File: config.mk
export PLATFORM = sky130hd
export DESIGN_NAME = preg_free_list_flat
export DESIGN_NICKNAME = d
export VERILOG_FILES = /design/src/rtl/preg_free_list_pkg.sv /design/src/rtl/preg_free_list_if.sv /design/src/rtl/preg_free_list_lane_compact.sv /design/src/rtl/preg_free_list.sv /design/src/flat_wrapper.sv
export SDC_FILE = /design/constraint.sdc
export NUM_CORES = 1
export LEC_CHECK = 0
export CORE_MARGIN = 3
export CORE_UTILIZATION = 41
export CTS_BUF_LIST = sky130_fd_sc_hd__clkbuf_4
export CTS_CLUSTER_SIZE = 30
export DETAILED_ROUTE_END_ITERATION = 10
export GPL_ROUTABILITY_DRIVEN = 0
export PLACE_DENSITY = 0.59
export SLEW_MARGIN = 20
export SYNTH_ARGS = -nofsm -noshare
export SYNTH_HDL_FRONTEND = slang
export SYNTH_SLANG_ARGS = --single-unit
File: constraint.sdc
create_clock -name clk -period 13.7 [get_ports clk]
set_input_delay 2.055 -clock clk [delete_from_list [all_inputs] [get_ports clk]]
set_output_delay 2.055 -clock clk [all_outputs]
set_load 0.1 [all_outputs]
File: src/rtl/preg_free_list_pkg.sv
// Shared rename-stage constants and types for the physical-register free list.
// Pointers carry one extra wrap bit beyond the array index so full and empty differ.
package preg_free_list_pkg;

    localparam int NUM_PREGS      = 64;
    localparam int NUM_AREGS      = 32;
    localparam int RETIRE_WIDTH   = 2;
    localparam int DISPATCH_WIDTH = 2;
    localparam int ALLOC_WIDTH    = DISPATCH_WIDTH;
    localparam int FL_DEPTH       = NUM_PREGS - NUM_AREGS;
    localparam int PW             = $clog2(NUM_PREGS);
    localparam int IDX_W          = $clog2(FL_DEPTH);
    localparam int PTR_W          = IDX_W + 1;

    typedef logic [PW-1:0]    preg_t;
    typedef logic [PTR_W-1:0] ptr_t;
    typedef logic [IDX_W-1:0] idx_t;

    // Drop the wrap bit to get the array slot a pointer refers to.
    function automatic idx_t ptrIdx(input ptr_t p);
        return idx_t'(p);
    endfunction

endpackage

File: src/rtl/preg_free_list_if.sv
// Rename/retire-side bundle for the free list: the master drives requests,
// frees, commits and flush; the slave (the free list) answers grants and counts.
interface preg_free_list_if;
    import preg_free_list_pkg::*;

    logic [ALLOC_WIDTH-1:0]  alloc_req;
    preg_t [ALLOC_WIDTH-1:0] alloc_preg;
    logic                    alloc_gnt;
    logic [RETIRE_WIDTH-1:0] free_valid;
    preg_t [RETIRE_WIDTH-1:0] free_preg;
    logic [RETIRE_WIDTH-1:0] commit_alloc;
    logic                    flush;
    ptr_t                    free_count;
    logic                    empty;

    modport master (
        output alloc_req, free_valid, free_preg, commit_alloc, flush,
        input  alloc_preg, alloc_gnt, free_count, empty
    );

    modport slave (
        input  alloc_req, free_valid, free_preg, commit_alloc, flush,
        output alloc_preg, alloc_gnt, free_count, empty
    );

endinterface

File: src/rtl/preg_free_list_lane_compact.sv
// Exclusive prefix popcount: each lane learns how many lower lanes are valid,
// which is its offset from the shared pointer; o_total is the full popcount.
module lane_compact #(
    parameter int W  = 2,
    parameter int OW = 2
) (
    input  logic [W-1:0]          i_valid,
    output logic [W-1:0][OW-1:0]  o_offset,
    output logic [OW-1:0]         o_total
);

    always_comb begin : prefixCount
        logic [OW-1:0] acc;
        acc      = '0;
        o_offset = '0;
        for (int l = 0; l < W; l++) begin
            o_offset[l] = acc;
            acc         = acc + OW'(i_valid[l]);
        end
        o_total = acc;
    end

endmodule

File: src/rtl/preg_free_list.sv
// Circular free list of physical registers with a speculative allocation head,
// a committed head for one-cycle flush recovery, and a tail fed by retirement.
module preg_free_list
    import preg_free_list_pkg::*;
(
    input  logic               clk,
    input  logic               rst,
    preg_free_list_if.slave    fl_bus
);

    preg_t r_fl [FL_DEPTH];
    ptr_t  r_specHead;
    ptr_t  r_commitHead;
    ptr_t  r_tail;
    ptr_t  r_freeCount;

    ptr_t [ALLOC_WIDTH-1:0]  w_allocOfs;
    ptr_t [RETIRE_WIDTH-1:0] w_freeOfs;
    ptr_t w_nReq;
    ptr_t w_nFree;
    ptr_t w_nCommit;
    ptr_t w_avail;
    ptr_t w_specNext;
    ptr_t w_commitNext;
    ptr_t w_tailNext;
    logic w_gnt;

    lane_compact #(.W(ALLOC_WIDTH), .OW(PTR_W)) u_allocCompact (
        .i_valid  (fl_bus.alloc_req),
        .o_offset (w_allocOfs),
        .o_total  (w_nReq)
    );

    lane_compact #(.W(RETIRE_WIDTH), .OW(PTR_W)) u_freeCompact (
        .i_valid  (fl_bus.free_valid),
        .o_offset (w_freeOfs),
        .o_total  (w_nFree)
    );

    // Grant is all-or-nothing; a same-cycle free never counts toward availability.
    always_comb begin
        w_avail      = r_tail - r_specHead;
        w_gnt        = (w_nReq <= w_avail) && !fl_bus.flush && !rst;
        w_nCommit    = ptr_t'($countones(fl_bus.commit_alloc));
        w_commitNext = r_commitHead + w_nCommit;
        w_tailNext   = r_tail + w_nFree;
        if (fl_bus.flush) begin
            w_specNext = w_commitNext;
        end else if (w_gnt) begin
            w_specNext = r_specHead + w_nReq;
        end else begin
            w_specNext = r_specHead;
        end
    end

    always_comb begin
        fl_bus.alloc_preg = '0;
        for (int l = 0; l < ALLOC_WIDTH; l++) begin
            fl_bus.alloc_preg[l] = r_fl[ptrIdx(r_specHead + w_allocOfs[l])];
        end
    end

    always_ff @(posedge clk or posedge rst) begin
        if (rst) begin
            r_specHead   <= '0;
            r_commitHead <= '0;
            r_tail       <= ptr_t'(FL_DEPTH);
            r_freeCount  <= ptr_t'(FL_DEPTH);
        end else begin
            r_specHead   <= w_specNext;
            r_commitHead <= w_commitNext;
            r_tail       <= w_tailNext;
            r_freeCount  <= w_tailNext - w_specNext;
        end
    end

    // At reset the list holds every preg not mapped to an architectural register.
    always_ff @(posedge clk or posedge rst) begin
        if (rst) begin
            for (int i = 0; i < FL_DEPTH; i++) begin
                r_fl[i] <= preg_t'(NUM_AREGS + i);
            end
        end else begin
            for (int l = 0; l < RETIRE_WIDTH; l++) begin
                if (fl_bus.free_valid[l]) begin
                    r_fl[ptrIdx(r_tail + w_freeOfs[l])] <= fl_bus.free_preg[l];
                end
            end
        end
    end

    assign fl_bus.alloc_gnt  = w_gnt;
    assign fl_bus.free_count = r_freeCount;
    assign fl_bus.empty      = (r_freeCount == '0);

    a_noOverfree: assert property (@(posedge clk) disable iff (rst)
        ptr_t'(w_tailNext - w_commitNext) <= ptr_t'(FL_DEPTH));

    a_commitBehindSpec: assert property (@(posedge clk) disable iff (rst)
        ptr_t'(w_specNext - w_commitNext) <= ptr_t'(FL_DEPTH));

endmodule

File: src/flat_wrapper.sv
// flat-port wrapper written by rule: the top's interface ports become plain ports
module preg_free_list_flat import preg_free_list_pkg::*;
  (clk, rst, fl_bus_alloc_req, fl_bus_free_valid, fl_bus_free_preg, fl_bus_commit_alloc, fl_bus_flush, fl_bus_alloc_preg, fl_bus_alloc_gnt, fl_bus_free_count, fl_bus_empty);
  preg_free_list_if fl_bus_i ();
  input  logic clk;
  input  logic rst;
  input wire logic [$bits(fl_bus_i.alloc_req)-1:0] fl_bus_alloc_req;
  input wire logic [$bits(fl_bus_i.free_valid)-1:0] fl_bus_free_valid;
  input wire logic [$bits(fl_bus_i.free_preg)-1:0] fl_bus_free_preg;
  input wire logic [$bits(fl_bus_i.commit_alloc)-1:0] fl_bus_commit_alloc;
  input wire logic [$bits(fl_bus_i.flush)-1:0] fl_bus_flush;
  output wire logic [$bits(fl_bus_i.alloc_preg)-1:0] fl_bus_alloc_preg;
  output wire logic [$bits(fl_bus_i.alloc_gnt)-1:0] fl_bus_alloc_gnt;
  output wire logic [$bits(fl_bus_i.free_count)-1:0] fl_bus_free_count;
  output wire logic [$bits(fl_bus_i.empty)-1:0] fl_bus_empty;
  assign fl_bus_i.alloc_req = fl_bus_alloc_req;
  assign fl_bus_i.free_valid = fl_bus_free_valid;
  assign fl_bus_i.free_preg = fl_bus_free_preg;
  assign fl_bus_i.commit_alloc = fl_bus_commit_alloc;
  assign fl_bus_i.flush = fl_bus_flush;
  assign fl_bus_alloc_preg = fl_bus_i.alloc_preg;
  assign fl_bus_alloc_gnt = fl_bus_i.alloc_gnt;
  assign fl_bus_free_count = fl_bus_i.free_count;
  assign fl_bus_empty = fl_bus_i.empty;
  preg_free_list u_core (.clk(clk), .rst(rst), .fl_bus(fl_bus_i));
endmodule
==> reports/results.ini <==
[status]
status=finished, final reports clean

[floorplan]
core_area_mm2=0.0337
rows=67
pin_count=41
die_y_um=191
fp.dieW_um=191
start_util_pct=41.9
dieArea_mm2=0.0367

[final_layout]
nNetsFinal=1366
fin_util_pct=46.4
syn_to_final_growth_pct=10.7
instances_no_fill=1817
final_layout_size_suffix_gt1_share_pct=27.4

[clocking]
numCtsBuffers=60
cts_setup_buffers=0
htreeDepth=2
clock_path_buffers=3
clk_latency_ps=710
hold_buffers=0
clkTransAtPathRegs_ps=60
ctsResizeCount=0
tritoncts=built
cts_sinks=216
root_buffer=clkbuf_4

[grt]
grt_overflow=0
grt_pass1_vias=10600
track_usage_pct=24.6
grt_pass1_wl_mm=67.2
grt_max_degree=80
antenna_found_initial=1

[synth]
synthesis.area_mm2=0.0141
syn_avg_cell_area_um2=10.8
synth_top_area_share_pct=21.2
yosysUniqueCellTypes=50
async_flop_share_pct=100
yosys_most_used_dff=dfstp_2
syn_inst=1301
synth_fp_nets=1350
yosys.area.top_type=dfstp_2
synth_edf_count=0
yosys-top-cells-count=198 x mux2i_1, 166 x nand2_1, 135 x nor2_1, 120 x mux4_2, 114 x dfstp_2
yosysSeqAreaShare_pct=39.3
ys_seq_elements=216
synth_area_leaders=dfstp_2 21%, mux4_2 19%, dfrtp_1 18%
ys_warn_count=0
synth.most_common_cell=mux2i_1

[detailed_routing]
wl_per_cell_um=24.7
dr_total_vias=11000
drt_iter0_markers=1327
routed_wl_mm=44.8
viasPerCell=6.03
ant_nets=0
drcViolationCount=0
first_pass_iters=7

[worst_hold_path]
min_from=u_core.r_commitHead[5]
hold_class=reg2reg

[timing]
tightestPinTransition_ps=1130
clock.fmax_mhz=120
fin_skew_ps=36.2
timing.final.hold_violations=0
slew_headroom_pct=24.6
tns_ps=0
slew_viol_final=0
rsz0062_at_grt=no
period_minus_slack_ps=8370
setup_viol=0
finalCritPeriodShare_pct=61.1

[power]
switching_share_pct=46.4
p_sw_w=0.00223
power_frac_comb_pct=56.6
p_seq_share_pct=30.9
internal-power_w=0.00258
clkPwrFrac_pct=12.6
ir_worst_vdd_uv=423
leakage_nw=6.41
powerDensity_mw_per_mm2=308

[worst_setup_path]
critical_path_class=in2out
crit_path_end_kind=primary output
worstPathMaxFanout=48
cp.required_ps=11640
start_kind=input pin
cp-startpoint=fl_bus_alloc_req[0]
arrival_ps=6310
timing.rr.start=u_core.r_specHead[3]

[placed_design]
place_inst=1703
dp_hpwl_mm=30.6
portBuffers=40

[job]
drv_cap=0

[critical path, cell delays in order]
cell and delay [ps]:
clkdlybuf4s50_1 560, ha_4 250, ha_2 1080, mux4_2 610, mux4_2 460, mux2_2 280
clkdlybuf4s50_1 970
[power by group through the flow]
stage	registers (W)	logic, W	clock network [W]
3_3_place_gp	0.00147	0.00265	0
3_5_place_dp	0.00146	0.00270	0
6_report	0.00149	0.00272	0.000604
4_1_cts	0.00146	0.00271	0.000623
5_1_grt	0.00150	0.00289	0.000661
2_1_floorplan	0.00129	0.00214	0
[worst paths after layout]
kind,end,slack (ps),depth (start not counted)
worst max-delay path,fl_bus_alloc_preg[11],5330,7
worst min-delay path,u_core.r_commitHead[5],500,1
worst max register to register,u_core.fl_bus.free_count[5],8820,17
worst min register to register,u_core.r_commitHead[5],500,1
max in group asynchronous,u_core.r_fl[75],10310,3
min in group asynchronous,u_core.r_commitHead[3],1970,2
[sequential cells by signal, indices dropped and copies added (netlist names)]
signal and flops:
u_core.r_commitHead 6, u_core.r_fl 192, u_core.r_specHead 6, u_core.fl_bus.free_count 6, u_core.r_tail 6
[final cells by class]
type	instances	area, um^2
Clock inverter	15	62.6
Antenna cell	1	2.50
Tap cell	448	561
Multi-Input combinational cell	956	8070
Timing Repair Buffer	58	536
Clock buffer	98	736
Fill cell	3185	18100
Sequential cell	216	5550
Inverter	25	101
[routing by layer]
metal | part of all wire, % | vias to the layer above | wire length, um | global-route usage (%)
met5 | 0 | - | 0 | 0
met4 | 2.7 | 0 | 1200 | 7.79
met3 | 11 | 81 | 4790 | 7.01
met2 | 44 | 613 | 19800 | 37.0
met1 | 42 | 5486 | 19000 | 34.5
li1 | - | 4775 | - | -
[through the flow]
stage / cell area, um^2 / setup slack (ps) / hold slack, ps / power (W)
5_1_grt: 15600 / 5270 / 502 / 0.00506
3_5_place_dp: 14800 / 5400 / 496 / 0.00416
3_3_place_gp: 14800 / 5470 / 498 / 0.00412
6_report: 15600 / 5330 / 501 / 0.00481
2_1_floorplan: 14100 / 5910 / 437 / 0.00342
4_1_cts: 15600 / 5400 / 505 / 0.00479
[cell families (layout without fill, tap and decap cells)]
kind of cell | Yosys count | after routing | synth area share [%]
other cells | 0 | 1 | 0
compound gates | 224 | 224 | 8.58
fa+ha+maj | 28 | 28 | 2.75
xor+xnor | 23 | 23 | 1.48
flops | 216 | 216 | 39.3
buf+inv | 129 | 196 | 3.70
mux | 326 | 326 | 33.8
simple gates | 355 | 355 | 10.3
[cell usage in the layout, fill, tap and decap left out, drive strengths merged, types with 18 or more instances in the layout]
cell,count
mux2i,198
nand2,166
nor2,136
mux4,120
dfstp,114
o21ai,109
dfrtp,102
clkbuf,98
a21oi,98
clkdlybuf4s50,40
inv,23
ha,23
buf,18
(Power assumes the default switching activity.)
